`src/rtl/amba_axi4_lite_pkg.sv`:
```
// amba_axi4_lite_pkg: shared AXI4-Lite response codes and the address decode helper
package amba_axi4_lite_pkg;
  typedef enum logic [1:0] {OKAY = 2'b00, EXOKAY = 2'b01, SLVERR = 2'b10, DECERR = 2'b11} axi_resp_t;
  typedef struct packed {
    logic        hit;
    logic [15:0] idx;
  } dec_t;
  function automatic dec_t decode(input logic [63:0] addr, input int ofs, input int iw);
    dec_t d;
    d.hit = (addr >> (ofs + iw)) == 64'd0;
    d.idx = 16'((addr >> ofs) & ((64'd1 << iw) - 64'd1));
    return d;
  endfunction
endpackage

```
`src/rtl/amba_axi4_lite_reg_array.sv`:
```
// amba_axi4_lite_reg_array: byte-writable register bank, index 0 reads a constant ID
module amba_axi4_lite_reg_array #(
  parameter int DATA_WIDTH = 64,
  parameter int NUM_REGS = 16,
  parameter logic [DATA_WIDTH-1:0] ID_VALUE = 'h0A11_0001,
  localparam int IW = $clog2(NUM_REGS),
  localparam int STRB_WIDTH = DATA_WIDTH / 8
) (
  input  logic                  clk,
  input  logic                  rst,
  input  logic                  we,
  input  logic [IW-1:0]         widx,
  input  logic [DATA_WIDTH-1:0] wdata,
  input  logic [STRB_WIDTH-1:0] wstrb,
  input  logic [IW-1:0]         ridx,
  output logic [DATA_WIDTH-1:0] rdata
);
  logic [DATA_WIDTH-1:0] mem [NUM_REGS];
  always_ff @(posedge clk)
    if (rst)
      for (int r = 0; r < NUM_REGS; r++) mem[r] <= '0;
    else if (we && widx != '0)
      for (int b = 0; b < STRB_WIDTH; b++)
        if (wstrb[b]) mem[widx][8*b +: 8] <= wdata[8*b +: 8];
  // Combinational read gives pre-write data when a commit lands on the same edge
  assign rdata = ridx == '0 ? ID_VALUE : mem[ridx];
endmodule

```
`src/rtl/amba_axi4_lite_reg_slave.sv`:
```
// amba_axi4_lite_reg_slave: AXI4-Lite slave with independent AW/W slots, registered B and R channels
module amba_axi4_lite_reg_slave
  import amba_axi4_lite_pkg::*;
#(
  parameter int ADDRESS_WIDTH = 32,
  parameter int DATA_WIDTH = 64,
  parameter int NUM_REGS = 16,
  parameter logic [63:0] ID_VALUE = 64'h0A11_0001,
  localparam int STRB_WIDTH = DATA_WIDTH / 8
) (
  input  logic                     ACLK,
  input  logic                     ARESET,
  input  logic [ADDRESS_WIDTH-1:0] AWADDR,
  input  logic [2:0]               AWPROT,
  input  logic                     AWVALID,
  output logic                     AWREADY,
  input  logic [DATA_WIDTH-1:0]    WDATA,
  input  logic [STRB_WIDTH-1:0]    WSTRB,
  input  logic                     WVALID,
  output logic                     WREADY,
  output logic [1:0]               BRESP,
  output logic                     BVALID,
  input  logic                     BREADY,
  input  logic [ADDRESS_WIDTH-1:0] ARADDR,
  input  logic [2:0]               ARPROT,
  input  logic                     ARVALID,
  output logic                     ARREADY,
  output logic [DATA_WIDTH-1:0]    RDATA,
  output logic [1:0]               RRESP,
  output logic                     RVALID,
  input  logic                     RREADY
);
  localparam int OFS = $clog2(STRB_WIDTH);
  localparam int IW = $clog2(NUM_REGS);
  logic                     aw_full, w_full, commit, ar_hs, w_ok;
  logic [ADDRESS_WIDTH-1:0] aw_addr;
  logic [DATA_WIDTH-1:0]    w_data, rd_val;
  logic [STRB_WIDTH-1:0]    w_strb;
  dec_t                     wdec, rdec;
  logic                     unused;
  always_comb begin
    wdec = decode(64'(aw_addr), OFS, IW);
    rdec = decode(64'(ARADDR), OFS, IW);
    w_ok = wdec.hit && wdec.idx != 16'd0;
    commit = aw_full && w_full && (!BVALID || BREADY);
    ar_hs = ARVALID && !RVALID;
  end
  assign AWREADY = !aw_full;
  assign WREADY = !w_full;
  assign ARREADY = !RVALID;
  assign unused = ^{AWPROT, ARPROT, wdec.idx, rdec.idx};
  always_ff @(posedge ACLK)
    if (ARESET) begin
      aw_full <= 1'b0;
      w_full <= 1'b0;
      BVALID <= 1'b0;
      BRESP <= OKAY;
      RVALID <= 1'b0;
      RDATA <= '0;
      RRESP <= OKAY;
    end else begin
      aw_full <= commit ? 1'b0 : aw_full | AWVALID;
      w_full <= commit ? 1'b0 : w_full | WVALID;
      BVALID <= commit | (BVALID & !BREADY);
      RVALID <= ar_hs | (RVALID & !RREADY);
      if (commit) BRESP <= w_ok ? OKAY : SLVERR;
      if (ar_hs) begin
        RDATA <= rdec.hit ? rd_val : '0;
        RRESP <= rdec.hit ? OKAY : SLVERR;
      end
    end
  // Payload capture needs no reset; the full flags qualify it
  always_ff @(posedge ACLK) begin
    if (AWVALID && !aw_full) aw_addr <= AWADDR;
    if (WVALID && !w_full) begin
      w_data <= WDATA;
      w_strb <= WSTRB;
    end
  end
  amba_axi4_lite_reg_array #(
    .DATA_WIDTH(DATA_WIDTH),
    .NUM_REGS(NUM_REGS),
    .ID_VALUE(DATA_WIDTH'(ID_VALUE))
  ) u_regs (
    .clk(ACLK),
    .rst(ARESET),
    .we(commit && w_ok),
    .widx(wdec.idx[IW-1:0]),
    .wdata(w_data),
    .wstrb(w_strb),
    .ridx(rdec.idx[IW-1:0]),
    .rdata(rd_val)
  );
endmodule

```
`config.mk`:
```
export PLATFORM = sky130hd
export DESIGN_NAME = amba_axi4_lite_reg_slave
export DESIGN_NICKNAME = d
export VERILOG_FILES = /design/src/rtl/amba_axi4_lite_pkg.sv /design/src/rtl/amba_axi4_lite_reg_array.sv /design/src/rtl/amba_axi4_lite_reg_slave.sv
export SDC_FILE = /design/constraint.sdc
export NUM_CORES = 2
export LEC_CHECK = 0
export ABC_AREA = 1
export BUFFER_PORTS_ARGS = -buffer_cell sky130_fd_sc_hd__buf_4
export CAP_MARGIN = 5
export CORE_UTILIZATION = 47
export DETAILED_ROUTE_END_ITERATION = 7
export SYNTH_ARGS = -nofsm -noshare
export SYNTH_HDL_FRONTEND = slang
export SYNTH_SLANG_ARGS = --single-unit
```
`constraint.sdc`:
```
create_clock -name ACLK -period 11.67 [get_ports ACLK]
set_clock_uncertainty 0.2 [all_clocks]
set_input_delay 2.334 -clock ACLK [delete_from_list [all_inputs] [get_ports ACLK]]
set_output_delay 2.334 -clock ACLK [all_outputs]
set_load 0.01 [all_outputs]
```
---- Word level (Yosys, flattened, before mapping) ----
Memory sizes are Yosys's and may differ from the RTL's.
Index checks and enable logic that the tools add are counted.
cells by class
  multiplexer cells ....................... 41
  bitwise logic cells ..................... 6
  reduce and logical (&&, ||, !) cells .... 22
operators with widths
  operator             number
  64-bit 2-to-1 mux    3
  64-bit zero test     2
  64-bit OR reduction  1
  1-bit 2-to-1 mux     34
  16-bit nonzero test  1
  1-bit logical AND    8
  8-bit 2-to-1 mux     1
  1-bit zero test      6
  4-bit zero test      1
  2-bit 2-to-1 mux     2
  4-bit 2-to-1 mux     1
  1-bit OR             4
  4-bit nonzero test   1
  1-bit AND            2
  2-bit OR reduction   1
  1-bit logical OR     1
word-level totals
  register bits after elaboration ......... 176
  RAM bits ................................ 1024
  input port bits ......................... 149
  output and inout bits ................... 73
  word-level logic and storage cells ...... 80
  memories kept ........................... 1
memories
  name        words  width  read ports  clocked after Yosys merged registers in  wr ports  line                            source
  u_regs.mem  16     64     1           0                                        16        amba_axi4_lite_reg_array.sv:18  logic [DATA_WIDTH-1:0] mem [NUM_REGS];

---- Longest topological paths before layout ----
  depth in word-level cells ............... 10
  gate-level depth with buffers ........... 13
  mapped depth without buffers ............ 10

---- By module ----
A second synthesis with hierarchy kept.
second synthesis, totals
  cells, all modules ...................... 5936
  area total of the unflattened synthesis .. 54708.7 µm²
by module, submodules not included
  module                    times used  cells each  area an instance (µm²)  sequential area each (µm²)
  amba_axi4_lite_reg_array  1           5547        48895.6                 30599.3
  amba_axi4_lite_reg_slave  1           389         5813.1                  4434.3

---- Worst setup path after synthesis ----
No wires, ideal clock.
  path kind ............................... input to register
  start point ............................. input port WVALID
  end point ............................... register w_data[0] (enable)
  library setup time ...................... 0.505 ns
  data arrival time ....................... 5.412 ns
  path slack .............................. 5.553 ns
  stages .................................. 2
  buffers on the path ..................... 0
  path through ............................ inv_1 > nor2_1
between the ends
  cells in the longest elaborated chain, start to end .. 1
ends and longest elaborated chain
  element               line                            source
  start, declared       amba_axi4_lite_reg_slave.sv:19  input logic WVALID,
  1-bit logical AND     amba_axi4_lite_reg_slave.sv:75  if (WVALID && !w_full) begin
  end signal, assigned  amba_axi4_lite_reg_slave.sv:76  w_data <= WDATA;
  end, declared         amba_axi4_lite_reg_slave.sv:37  logic [DATA_WIDTH-1:0] w_data, rd_val;
Every way passes these cells.
A chain may end at the register's enable or synchronous reset.

==> reports/results.txt <==
The run finished with clean final reports. After technology mapping, the gate count stands at 6022. The tools report the first-pass iteration count of the detailed router as 8. The antenna violation net count after detailed routing was 0; the switching power share of the total was 0.236. Using the TritonRoute via totals, the vias-per-cell ratio works out to 5.11.

Die boundary height: 347 um. The sequential group share of total power is 0.505, and the first-pass GRT wire length is 224000 um. The compound-gate portion of the synthesized area came out at 0.0103. After synthesis, the largest family of logic cells by area is simple AND/OR/NAND/NOR gates. The post-synthesis mux area share is 0, and the total grt overflow is 0. The die is 347 um wide. The met1 routed wirelength after detailed routing is 65100 um. IR analysis of the VDD net gives a maximum drop of 0.144 mV. The number of enable flip-flop cells after synthesis came out at 1120.

The post-synth design cell area came out at 56000 um2. The later pin in the worst-skew pair is clocked with a latency of 740 ps. Power spread over the standard cell area amounts to 153 nW/um2.

Setup slack on the critical path of the routed design comes to 6140 ps. Based on the critical path, the design can be clocked at up to 0.181 GHz. The tools report the source of the worst register-to-register timing path as w_full$_SDFF_PP0_.

The tools report the last weighted congestion value of the routability-driven placer as 0.809. The synthesized-area fraction occupied by adder cells is 0. The highest routing layer actually used was met4. Startpoint-to-endpoint class of the critical path: in -> reg. The internal portion of the total power is 0.00734 W. The proportion of register bits with asynchronous set or reset after synthesis was 0. The net switching power is 0.00227 W, and the logic depth of the worst register-to-register path is 8.

After detailed routing, the met2 layer carries 68800 um of wire. Clock-pin slew was measured on the worst setup and hold paths at 60 ps. STA classifies the critical path endpoint as a register. The wire-length estimate of the detail-placed layout is 87700 um. For this run, the number of Yosys warnings is 0. Clock network fraction of total power: 0.420. The top cell type's share of synthesized area came out at 0.601.

After detailed routing, the average wire length per cell comes to 19.0 um. The tools report the combinational cell fraction of total power as 0.074. OpenSTA, run right after detailed placement, puts the worst setup slack at 5390 ps. The area share of xor/xnor cells in the synthesized design came out at 0. The tools report the number of remaining DRC errors as 0. In this run the post-CTS setup repair buffer count came out at 0. The logs give 0.626 for the proportion of synthesized chip area in sequential cells and 0.245 for the total track usage.

The cell type with the largest total area after synthesis is sky130_fd_sc_hd__edfxtp_1. Root buffer cell: sky130_fd_sc_hd__clkbuf_16. Mean post-synth cell area: 9.30 um2. For this design the top-level I/O count stands at 222. Capture instance of the worst register-to-register path: u_regs.mem[13][18]$_SDFFCE_PN0P_. The port buffer count is 207, and the count of inserted antenna diode cells is 0. With fillers left out, the area of the finished cells amounts to 62800 um2.

The tools report the summed negative setup slack over all endpoints as 0 ps. The transition time at the pin with the least slew margin works out to 1150 ps. The routed layout has 39700 vias. For the headroom to the max-slew limit, the log shows 0.231. The simple-gate portion of the synthesized area is 0.282, and the maximum clock insertion buffer count is 3. Ranked by instance count, the synthesized netlist is headed by 1833 x sky130_fd_sc_hd__nand2_1, 1120 x sky130_fd_sc_hd__edfxtp_1, 1013 x sky130_fd_sc_hd__nor2_1, 792 x sky130_fd_sc_hd__inv_1, 559 x sky130_fd_sc_hd__nand3_1. The wire length on met3 was 9840 um. Tracing the worst setup path back leads to its startpoint at BREADY. For the post-cts repair resize count, the log shows 0. For the initial core utilization, the log shows 0.474.

The total count of max-transition violations in the final report is 0, and the share of the cycle needed by the critical path after routing is 0.474. The H-tree was split into 4 levels. The tools report the required time at the endpoint of the critical path as 11860 ps. In the post-synthesis netlist, the biggest area contributors are sky130_fd_sc_hd__edfxtp_1 60%, sky130_fd_sc_hd__nand2_1 12%, sky130_fd_sc_hd__nor2_1 6.8%, sky130_fd_sc_hd__inv_1 5.3%, sky130_fd_sc_hd__nand3_1 5.0%. Number of synthesized register bits: 1190. The tools report the number of global-route vias before repair as 38100. The leading register cell type out of synthesis was sky130_fd_sc_hd__edfxtp_1.

For this run, the post-layout net count is 6274. After clock tree synthesis, the flow added hold-fix buffers numbering 0. In this run the register-to-register setup slack is 7350 ps.

The core region is 118000 um2. Following the worst setup path forward leads to its endpoint at u_regs.mem[13][18]$_SDFFCE_PN0P_. Across the run, the number of max-cap violations was 0. The shortest period the worst path allows was 5530 ps.

The sort of element at the start of the critical path is a primary input. Clock tree synthesis inserted a total of 136 buffers. For the number of distinct library cell variants in the gate-level netlist after synthesis, the log shows 29. The run gives 1190 as the CTS sink count. Type of the tightest min-delay check: reg -> reg.

Setup repair after global routing left no endpoint under its margin. Maximum number of pins on one net before global-route repair: 167. The layout has 10600 filler cells. TritonCTS built the clock tree.

The routed design has 148000 um of wire. The run gives 27.7 nW as the static power due to leakage. From synthesis to final layout, the design area changed by 12.2%. The cell row count is 126, and the post-place instance area is 58700 um2. The maximum fanout encountered on the critical timing path came out at 70. The hold violation total from the final report is 0. The number of antenna violations at the first check in global routing was 1; the die area was 121000 um2. Leading cell type by number of instances after synthesis: sky130_fd_sc_hd__nand2_1. The logs give 0 for the number of endpoints failing setup at the final stage and 5720 ps for the critical path arrival. The detailed router finished its first iteration with 3266 violations. Share of cells above drive strength 1: 0.0923.
==> final cells by class <==
type / instances / area [um2] / share of cell area
sequential: 1190 / 35000 / 0.558
timing repair buffer: 254 / 1970 / 0.0314
tap: 1536 / 1920 / 0.0306
clock inverter: 55 / 410 / 0.00653
multi-input combinational: 3725 / 16700 / 0.265
clock buffer: 187 / 3730 / 0.0594
inverter: 818 / 3090 / 0.0492
==> worst max-delay path, cell delays in order <==
cell and delay (ps):
sky130_fd_sc_hd__buf_4 80, sky130_fd_sc_hd__inv_1 40, sky130_fd_sc_hd__a21oi_1 260, sky130_fd_sc_hd__o211ai_1 220, sky130_fd_sc_hd__nor2_4 430, sky130_fd_sc_hd__buf_4 500
sky130_fd_sc_hd__buf_12 660, sky130_fd_sc_hd__nand4_1 570, sky130_fd_sc_hd__nand2_1 510
==> stage by stage <==
stage / instances / utilization / total power [W] / hold slack [ps]
2_1_floorplan: 6082 / - / 0.00539 / 272
3_3_place_gp: 7523 / 0.497 / 0.00565 / 255
3_5_place_dp: 7523 / 0.497 / 0.00566 / 257
4_1_cts: 7765 / 0.532 / 0.00968 / 266
5_1_grt: 7765 / 0.532 / 0.00991 / 281
6_report: 7765 / 0.532 / 0.00961 / 264
==> cells by family (layout without fill, tap and decap cells) <==
group,Yosys count,count (layout)
simple gates,3550,3550
flops,1190,1190
buf+inv,1167,1314
compound gates,114,114
other cells,1,61
==> how the worst min path moves through the flow <==
stage | from | depth (start not counted) | to
finish | RDATA[12]$_SDFFE_PP0P_ | 2 | RDATA[12]$_SDFFE_PP0P_
global route | RDATA[12]$_SDFFE_PP0P_ | 2 | RDATA[12]$_SDFFE_PP0P_
CTS | RDATA[12]$_SDFFE_PP0P_ | 2 | RDATA[12]$_SDFFE_PP0P_
detailed placement | RDATA[12]$_SDFFE_PP0P_ | 2 | RDATA[12]$_SDFFE_PP0P_
global placement | RDATA[53]$_SDFFE_PP0P_ | 2 | RDATA[53]$_SDFFE_PP0P_
floorplan | w_full$_SDFF_PP0_ | 2 | BVALID$_SDFF_PP0_
==> routing by layer <==
metal / vias up / GRT usage
met4: 0 / 0.0769
met1: 18800 / 0.338
met3: 244 / 0.0389
li1: 19400 / -
met5: - / 0
met2: 1240 / 0.398
==> flip-flops by register name, summed over array words and instances, names as in the netlist <==
name        flops
aw_full         1
RDATA          64
BVALID          1
BRESP           1
RVALID          1
w_full          1
u_regs.mem   1019
aw_addr        29
w_strb          8
RRESP           1
w_data         64
==> power by group through the flow <==
stage	logic, W	clock network (W)	registers [W]
global placement	0.000710	0	0.00494
finish	0.000715	0.00404	0.00486
floorplan	0.000456	0	0.00493
global route	0.000786	0.00425	0.00487
detailed placement	0.000715	0	0.00494
CTS	0.000718	0.00410	0.00486
==> cells in the final DEF, fill, tap and decap left out, types with 2 or more instances in the layout <==
cell,synthesis,final
sky130_fd_sc_hd__buf_4,3,247
sky130_fd_sc_hd__nand4_1,29,29
sky130_fd_sc_hd__conb_1,1,61
sky130_fd_sc_hd__clkinv_1,0,23
sky130_fd_sc_hd__dfxtp_1,70,70
sky130_fd_sc_hd__bufinv_16,0,6
sky130_fd_sc_hd__nor2_2,6,4
sky130_fd_sc_hd__nand3_1,559,559
sky130_fd_sc_hd__nand4_4,89,89
sky130_fd_sc_hd__nor3_1,3,3
sky130_fd_sc_hd__clkbuf_1,236,43
sky130_fd_sc_hd__clkinv_2,0,22
sky130_fd_sc_hd__buf_12,0,4
sky130_fd_sc_hd__edfxtp_1,1120,1120
sky130_fd_sc_hd__inv_6,0,3
sky130_fd_sc_hd__clkbuf_8,0,4
sky130_fd_sc_hd__inv_2,26,24
sky130_fd_sc_hd__nor2_1,1013,1006
sky130_fd_sc_hd__or2_1,2,2
sky130_fd_sc_hd__inv_1,792,791
sky130_fd_sc_hd__inv_8,0,3
sky130_fd_sc_hd__nand4_2,5,5
sky130_fd_sc_hd__nand2_1,1833,1833
sky130_fd_sc_hd__a21oi_1,110,110
sky130_fd_sc_hd__nor2_4,8,17
sky130_fd_sc_hd__clkbuf_16,0,141
Note: power is estimated with default switching activity, not from simulation.
